$ cat src/rtl/dispatch_buffer.sv
// dispatch_buffer
//   In-order instruction buffer sitting between fetch/decode and the
//   execution units. Each entry carries the instruction word, its PC and a
//   one-hot resource class {alu,lsu,muldiv,br}. The head entry is offered to
//   exactly one unit through a valid/ready handshake. A head with a malformed
//   class (zero or multi-hot) is flagged on illegal_o and dropped in the same
//   cycle. A saturating counter records cycles in which a legal head is
//   blocked by its unit.
//
// Ports
//   clk_i, rst_i           clock, synchronous active-high reset
//   flush_i                drop every buffered entry (branch redirect)
//   enq_*                  fetch side: valid/ready, inst, pc, class bits
//   <unit>_valid_o/_ready_i  dispatch handshakes for alu, lsu, muldiv, br
//   disp_inst_o, disp_pc_o head payload shared by all units (0 when empty)
//   illegal_o              head is malformed and is being dropped this cycle
//   count_o                number of occupied entries
//   stall_cnt_o            saturating count of head-blocked cycles
module dispatch_buffer #(
   parameter int DEPTH   = 4,
   parameter int PTR_W   = 2,
   parameter int XLEN    = 32,
   parameter int STALL_W = 16
) (
   input  logic               clk_i,
   input  logic               rst_i,
   input  logic               flush_i,
   input  logic               enq_valid_i,
   output logic               enq_ready_o,
   input  logic [XLEN-1:0]    enq_inst_i,
   input  logic [XLEN-1:0]    enq_pc_i,
   input  logic               enq_alu_i,
   input  logic               enq_lsu_i,
   input  logic               enq_muldiv_i,
   input  logic               enq_br_i,
   output logic               alu_valid_o,
   input  logic               alu_ready_i,
   output logic               lsu_valid_o,
   input  logic               lsu_ready_i,
   output logic               muldiv_valid_o,
   input  logic               muldiv_ready_i,
   output logic               br_valid_o,
   input  logic               br_ready_i,
   output logic [XLEN-1:0]    disp_inst_o,
   output logic [XLEN-1:0]    disp_pc_o,
   output logic               illegal_o,
   output logic [PTR_W:0]     count_o,
   output logic [STALL_W-1:0] stall_cnt_o
);

   // class bit positions inside the 4-bit class field
   localparam int C_ALU = 3;
   localparam int C_LSU = 2;
   localparam int C_MD  = 1;
   localparam int C_BR  = 0;

   localparam logic [PTR_W:0] FULL_CNT = (PTR_W+1)'(DEPTH);

   logic [DEPTH-1:0][XLEN-1:0] inst_q;
   logic [DEPTH-1:0][XLEN-1:0] pc_q;
   logic [DEPTH-1:0][3:0]      cls_q;
   logic [PTR_W-1:0]           head_q;
   logic [PTR_W-1:0]           tail_q;
   logic [PTR_W:0]             count_q;
   logic [STALL_W-1:0]         stall_q;

   logic       not_empty;
   logic       legal;
   logic       push;
   logic       pop;
   logic       sel_ready;
   logic       stall;
   logic [3:0] head_cls;
   logic [3:0] unit_valid;
   logic [3:0] unit_ready;

   always_comb begin
      not_empty  = (count_q != '0);
      head_cls   = cls_q[head_q];
      // exactly one bit set: non-zero and clearing the lowest set bit leaves zero
      legal      = (head_cls != 4'b0) && ((head_cls & (head_cls - 4'd1)) == 4'b0);
      // valids come from registered state only; readies never feed back into them
      unit_valid = (not_empty && legal) ? head_cls : 4'b0;
      unit_ready = {alu_ready_i, lsu_ready_i, muldiv_ready_i, br_ready_i};
      sel_ready  = |(unit_valid & unit_ready);
      // a malformed head is dropped regardless of any ready input
      pop        = (not_empty && !legal) || sel_ready;
      stall      = not_empty && legal && !sel_ready;
      push       = enq_valid_i && (count_q != FULL_CNT);
   end

   assign enq_ready_o    = (count_q != FULL_CNT);
   assign alu_valid_o    = unit_valid[C_ALU];
   assign lsu_valid_o    = unit_valid[C_LSU];
   assign muldiv_valid_o = unit_valid[C_MD];
   assign br_valid_o     = unit_valid[C_BR];
   assign illegal_o      = not_empty && !legal;
   assign disp_inst_o    = not_empty ? inst_q[head_q] : '0;
   assign disp_pc_o      = not_empty ? pc_q[head_q]   : '0;
   assign count_o        = count_q;
   assign stall_cnt_o    = stall_q;

   // control state and class fields; flush only touches occupancy, the
   // stall counter keeps counting through it
   always_ff @(posedge clk_i) begin
      if (rst_i) begin
         head_q  <= '0;
         tail_q  <= '0;
         count_q <= '0;
         stall_q <= '0;
         cls_q   <= '0;
      end else begin
         if (stall && (stall_q != '1))
            stall_q <= stall_q + STALL_W'(1);
         if (flush_i) begin
            head_q  <= '0;
            tail_q  <= '0;
            count_q <= '0;
         end else begin
            if (push) begin
               cls_q[tail_q] <= {enq_alu_i, enq_lsu_i, enq_muldiv_i, enq_br_i};
               tail_q        <= tail_q + PTR_W'(1);
            end
            if (pop)
               head_q <= head_q + PTR_W'(1);
            case ({push, pop})
               2'b10:   count_q <= count_q + (PTR_W+1)'(1);
               2'b01:   count_q <= count_q - (PTR_W+1)'(1);
               default: count_q <= count_q;
            endcase
         end
      end
   end

   // payload storage needs no reset: it is only visible while count != 0
   always_ff @(posedge clk_i) begin
      if (push) begin
         inst_q[tail_q] <= enq_inst_i;
         pc_q[tail_q]   <= enq_pc_i;
      end
   end

endmodule

$ cat config.mk
export PLATFORM = sky130hd
export DESIGN_NAME = dispatch_buffer
export DESIGN_NICKNAME = d
export VERILOG_FILES = /design/src/rtl/dispatch_buffer.sv
export SDC_FILE = /design/constraint.sdc
export NUM_CORES = 1
export LEC_CHECK = 0
export CORE_MARGIN = 4
export CORE_UTILIZATION = 30
export DETAILED_ROUTE_END_ITERATION = 8
export PLACE_DENSITY = 0.55
export SLEW_MARGIN = 20
export SYNTH_ARGS = -nofsm -noshare
export SYNTH_HDL_FRONTEND = slang
export SYNTH_SLANG_ARGS = --single-unit
$ cat constraint.sdc
create_clock -name clk_i -period 9.4 [get_ports clk_i]
set_input_delay 0.94 -clock clk_i [delete_from_list [all_inputs] [get_ports clk_i]]
set_output_delay 0.94 -clock clk_i [all_outputs]
set_load 0.01 [all_outputs]
Word level (Yosys, flattened, before mapping)

Cells that the tools add are included.

Equal/unequal tests: 4
Bitwise operators: 3
Add/sub/neg operators: 6
Multiplexer cells: 17
Reduce and logical (&&, ||, !) cells: 17
$lt $le $gt $ge: 3

Operators with widths:

| operator                                                   | count |
|---|---|
| bitwise mux 128 bit                                        | 2 |
| 2-to-1 mux 32 bit                                          | 5 |
| binary-select mux 32 bit (select 2 bit)                    | 2 |
| demux 32 bit (select 2 bit)                                | 1 |
| adder 16 x 1 -> 16 bit, second input constant              | 1 |
| bitwise mux 16 bit                                         | 1 |
| != test 16 bit, second input constant                      | 1 |
| 2-to-1 mux 4 bit                                           | 3 |
| bitwise AND 4 bit                                          | 2 |
| binary-select mux 4 bit (select 2 bit)                     | 1 |
| demux 4 bit (select 2 bit)                                 | 1 |
| logical AND 1 bit                                          | 7 |
| less-than comparator 2 x 3 -> 1 bit, second input constant | 2 |
| one-hot mux 3 bit (2 select lines)                         | 1 |
| adder 2 x 1 -> 2 bit, second input constant                | 2 |
| zero test 4 bit                                            | 1 |
| nonzero test 4 bit                                         | 1 |
| OR reduction 4 bit                                         | 1 |
| subtractor 4 x 1 -> 4 bit, second input constant           | 1 |
| adder 3 x 1 -> 3 bit, second input constant                | 1 |
| != test 3 bit, second input constant                       | 1 |
| nonzero test 3 bit                                         | 1 |
| subtractor 3 x 1 -> 3 bit, second input constant           | 1 |
| == test 2 x 1 -> 1 bit, second input constant              | 1 |
| other kinds (8)                                            | 9 |

Logic and storage cells: 66
Output and inout bits: 89
Bits in registers: 295

Logic depth before layout (Yosys ltp)

Depth in word-level cells: 13
Gate-level depth with buffers: 13
Gate-level depth less buffers: 11

Worst setup path before layout

No wires, ideal clock.

Path type: register -> register
Start point: reg head_q[0]
End point: reg count_q[2], in the netlist count_o[2]
Clock period less this slack: 3.393 ns
Arrival: 3.323 ns
Setup slack: 6.007 ns
Setup time: 0.070 ns
Stages on the path, launching flop included: 14
Path through: dfxtp_1 buf_6 mux4_2 nand3b_1 a2111o_1 nand2_1 clkbuf_1 or2_2 ha_1 inv_1 fa_1 xor2_1 or3_1 a21oi_1

Cells in the longest elaborated chain, start to end: 13
Elaborated cells on any way between the ends: 18
Classes of those cells: add/sub: 1; eq/ne: 2; mux: 4; bitwise: 2; reduce/logical: 9

Ends and longest elaborated chain:

| item                                                                     | RTL line | RTL |
|---|---|---|
| from (decl)                                                              | 62       | `logic [PTR_W-1:0] head_q;` |
| from (signal assigned)                                                   | 125      | `head_q <= head_q + PTR_W'(1);` |
| binary-select mux 4 bit (select 2 bit) *                                 | 79       | `head_cls = cls_q[head_q];` |
| 2-to-1 mux 4 bit (implied by the code) *                                 | 79       |  |
| subtractor 4 x 1 -> 4 bit                                                | 81       | `legal = (head_cls != 4'b0) && ((head_cls & (head_cls - 4'd1)) == 4'b0);` |
| bitwise AND 4 bit                                                        | 81       |  |
| zero test 4 bit                                                          | 81       |  |
| logical AND 1 bit                                                        | 81       |  |
| logical AND 1 bit                                                        | 83       | `unit_valid = (not_empty && legal) ? head_cls : 4'b0;` |
| 2-to-1 mux 4 bit                                                         | 83       |  |
| bitwise AND 4 bit                                                        | 85       | `sel_ready = \|(unit_valid & unit_ready);` |
| OR reduction 4 bit                                                       | 85       |  |
| logical OR 1 bit *                                                       | 87       | `pop = (not_empty && !legal) \|\| sel_ready;` |
| == test 2 x 1 -> 1 bit or == test 2 bit (tied branches)                  | 126      | `case ({push, pop})` |
| one-hot mux 3 bit (2 select lines) or nonzero test 2 bit (tied branches) | n/a      |  |
| to (signal assigned)                                                     | 127      | `2'b10: count_q <= count_q + (PTR_W+1)'(1);` |
| to (signal assigned)                                                     | 128      | `2'b01: count_q <= count_q - (PTR_W+1)'(1);` |
| to (signal assigned)                                                     | 129      | `default: count_q <= count_q;` |
| to (decl)                                                                | 64       | `logic [PTR_W:0] count_q;` |

Every way passes the cells marked *; elsewhere a longest branch is shown, timed or not. The select of a mux whose other input is x is not followed.
A chain may end at the register's enable or synchronous reset.

Final worst setup path

Start point: reg head_q[0]
End point: out muldiv_valid_o

Cells in the longest elaborated chain, start to end: 8
Elaborated cells on any way between the ends: 9
Classes of those cells: add/sub: 1; mux: 3; bitwise: 1; reduce/logical: 4

Ends and longest elaborated chain:

| item                                     | RTL line | RTL |
|---|---|---|
| binary-select mux 4 bit (select 2 bit) * | 79       |  |
| 2-to-1 mux 4 bit (implied by the code) * | 79       |  |
| subtractor 4 x 1 -> 4 bit                | 81       |  |
| bitwise AND 4 bit                        | 81       |  |
| zero test 4 bit                          | 81       |  |
| logical AND 1 bit                        | 81       |  |
| logical AND 1 bit                        | 83       |  |
| 2-to-1 mux 4 bit *                       | 83       |  |
| to (decl)                                | 40       | `output logic muldiv_valid_o,` |

Marked as above.

==> summary.txt <==
Run status
  • Status: finished clean

Clock tree
  • H-tree depth: 2
  • TritonCTS Sinks: 295
  • Clk buf depth: 3
  • Post-CTS setup buffers: 0
  • Cts hold-fix bufs: 0
  • Post-cts resize count: 0
  • Root Buffer: clkbuf_16
  • Clock Latency Late Sink: 530 ps
  • Clock buffer count from CTS: 36
  • CTS tree: done
  • CTS clk-pin slew, worst paths: 60 ps

Floorplanning
  • Row count: 72
  • Die ar.: 42,300 um^2
  • Initial Util: between 30% and 40%
  • I/O pins: 165
  • Core box area: a little under 40,000 um^2
  • Die Y: between 200 and 250 um
  • Die X: 206 um

STA
  • Slew margin rel.: 42.3%
  • Clock skew: ~26 ps
  • Final min period: 4650 ps
  • Final setup violation count: 0
  • Fin crit share: 49.4%
  • Worst Tran Pin Value: 865 ps
  • Setup TNS: 0 ps
  • Fmax: 215 MHz
  • Fin. Hold Viols: 0
  • Slew Limit Fails: 0
  • Unrepaired setup endpoints after global routing: no

Worst setup path
  • Critical path cell sequence: mux4_2 -> or4b_1 -> o41ai_2 -> o21bai_4 -> nor2_1 -> clkdlybuf4s50_1
  • Worst-path maximum fanout: 33
  • Worst Path Buf+Inv: 1
  • Crit Reg-Reg Endpoint: count_o[2]
  • Crit. End Element: output pin
  • Critical Path AT: 3710 ps
  • Worst setup SP type: register
  • Type of the worst setup path: register to output pin
  • Crit path max-delay family: flip-flops
  • Worst EP required: 8460 ps
  • Reg2Reg Depth: 11
  • Critical path's largest stage delay: about 770 ps
  • Slowest cell on crit path: dfxtp_4
  • Setup slack, reg-to-reg: 5370 ps
  • Worst r2r src: head_q[0]

Drt
  • Drt drc: 0
  • DRT iter0 DRCs: 390
  • Routed Wire Length: between 20,000 and 30,000 um
  • Via count: between 6,000 and 7,000
  • Detail Route Antenna Nets: 0
  • Detailed Routing Iterations Pass 1: 4
  • WL per Instance: 19.0 um
  • Via/cell ratio: ~4.6

Placement
  • Final GP Congestion: 0.757
  • Placed cell areas: 14,000 um^2
  • IO Port Bufs: 164
  • Post-DP HPWL: 15,700 um

Pwr
  • Leakage: ~0.0046 uW
  • Pwr Density: 202 nW/um^2
  • VDD IR max: ~0.11 mV

Logic synthesis
  • Top post-synthesis cells by area: edfxtp_1 (66%), mux4_2 (13%), dfxtp_1 (6.7%)
  • Post-synthesis cell count: 660
  • Syn_nets: 743
  • Most common cell in the netlist: edfxtp_1
  • Top cells by count, synth: edfxtp_1 (256), mux4_2 (68), nor2b_1 (67)
  • Netlist Area Pre-Place: 11,700 um^2
  • Avg Cell Area, Syn: about 18 um^2
  • Number of enable flip-flop cells after synthesis: 256
  • Warnings, synthesis: 0
  • Yosys top cell area share: about two thirds
  • Post-synth top flop: edfxtp_1
  • Sequential-to-total area share from yosys stat: between 70 and 80%
  • Synth cell types: 39
  • Asr flop ratio synth: 0%
  • Leading area contributor after synthesis: edfxtp_1
  • Synthesis-stage register bit count: 295

Final layout
  • Area Growth Syn to Fin: 28.2%
  • Fraction of layout cells with a size suffix above 1: roughly 17%
  • Fill count: approximately 3,600
  • Post-route design area: 15,000 um^2
  • Antenna cells: 0
  • Final nets: 920

Worst hold path
  • WHS Path Cells: 2
  • Worst min path class: register to register
  • Hold Path Sink: cls_q[12]
  • Hold path start: cls_q[12]

Global route
  • Largest net degree at the start of global routing: 46
  • Vias in the first global route: 6,822
  • All-Layer GR Usage: 12.4%
  • First-pass GRT wire length: 40,300 um
  • GRT overflow: 0
  • Initial antenna violation count: 3

Job
  • Max Cap Violations: 0
[power breakdown]
group | switching [uW] | leakage [uW] | internal (uW)
Clock | 530 | 0.000512 | 709
Combinational | 151 | 0.00140 | 167
Sequential | 16.2 | 0.00267 | 1460
Total | 698 | 0.00458 | 2340
[stage by stage]
| step | setup WS (ps) | utilization [%] | cells | hold WS, ps | power (uW) |
|---|---|---|---|---|---|
| after floorplan | 6010 | - | 660 | 433 | 1660 |
| after global placement | 5260 | 36.2 | 1317 | 442 | 1830 |
| after detailed placement | 5240 | 36.2 | 1317 | 449 | 1830 |
| after CTS | 4650 | 38.9 | 1380 | 458 | 3090 |
| after global routing | 4450 | 38.9 | 1380 | 487 | 3170 |
| final | 4750 | 38.9 | 1380 | 453 | 3030 |
[registers in the layout, indices dropped and copies added (netlist names)]
register,flops
cls_q,16
count_o,3
head_q,2
inst_q,128
pc_q,128
stall_cnt_o,16
tail_q,2
[routing by layer]
| layer | GRT usage, % | vias to the layer above | share of wire, % |
|---|---|---|---|
| met5 | 0 | - | 0.15 |
| met4 | 4.28 | 6 | 2.4 |
| met3 | 3.44 | 50 | 5.8 |
| met2 | 19.9 | 154 | 47 |
| met1 | 16.4 | 3234 | 45 |
| li1 | - | 2959 | - |
[area by class of cell]
class,instances,area [um^2],area share (%)
clock buffer,43,927,6.17
timing repair buffer,174,1720,11.4
clock inverter,20,129,0.858
inverter,13,48.8,0.325
tap,518,648,4.31
multi-input combinational,317,3080,20.5
sequential,295,8480,56.4
[worst reg2reg max path: stages (launching register included)]
cell and delay [ps]:
dfxtp_4 770, mux4_2 700, nand3b_1 200, a2111o_1 480
nand2_1 370, or2_2 210, ha_1 170, inv_1 60
fa_1 380, xor2_1 160, or3_1 310, a21oi_1 150
[worst max path at each step]
stage / slack (ps) / cells after the start / end / startpoint
floorplan: 6010 / 13 / count_o[2] / head_q[0]
CTS: 4650 / 6 / alu_valid_o / head_q[0]
finish: 4750 / 6 / muldiv_valid_o / head_q[0]
global placement: 5260 / 6 / muldiv_valid_o / head_q[0]
global route: 4450 / 6 / alu_valid_o / head_q[0]
detailed placement: 5240 / 6 / alu_valid_o / head_q[0]
[cell families (layout without fill, tap and decap cells)]
kind of cell / Yosys count / in the layout / share of synthesized area [%]
muxes: 71 / 71 / 13.4
xor gates and xnor gates: 4 / 4 / 0.299
AOI/OAI and AO/OA: 52 / 52 / 2.82
and+or+nand+nor: 183 / 183 / 8.80
DFF: 295 / 295 / 72.3
adders and majority gates: 7 / 7 / 0.811
buffers and inverters: 48 / 250 / 1.67
[cells in the final DEF (no fill, tap or decap), types with 2 or more instances in the layout]
cell | synthesis | layout
and3_4 | 0 | 4
dfxtp_1 | 39 | 37
dfxtp_4 | 0 | 2
nand2_1 | 29 | 29
clkbuf_16 | 0 | 36
clkinvlp_4 | 0 | 4
mux2_2 | 3 | 3
nand3b_1 | 4 | 4
a21oi_1 | 32 | 32
xnor2_1 | 2 | 2
clkinv_1 | 0 | 3
mux4_2 | 68 | 68
o31ai_1 | 9 | 9
a2111o_1 | 2 | 2
or4_1 | 10 | 10
or2_2 | 2 | 2
ha_1 | 6 | 6
clkdlybuf4s50_1 | 0 | 164
inv_1 | 13 | 13
clkinv_2 | 0 | 9
nand4_1 | 8 | 8
nor2b_1 | 67 | 67
inv_6 | 0 | 2
clkbuf_1 | 29 | 7
or3_1 | 4 | 4
nand3_1 | 22 | 22
nor3_1 | 8 | 7
nor2_1 | 16 | 16
edfxtp_1 | 256 | 256
xor2_1 | 2 | 2
nor3b_1 | 2 | 2
o21ai_0 | 4 | 4
buf_4 | 0 | 10
(Power assumes the default switching activity.)
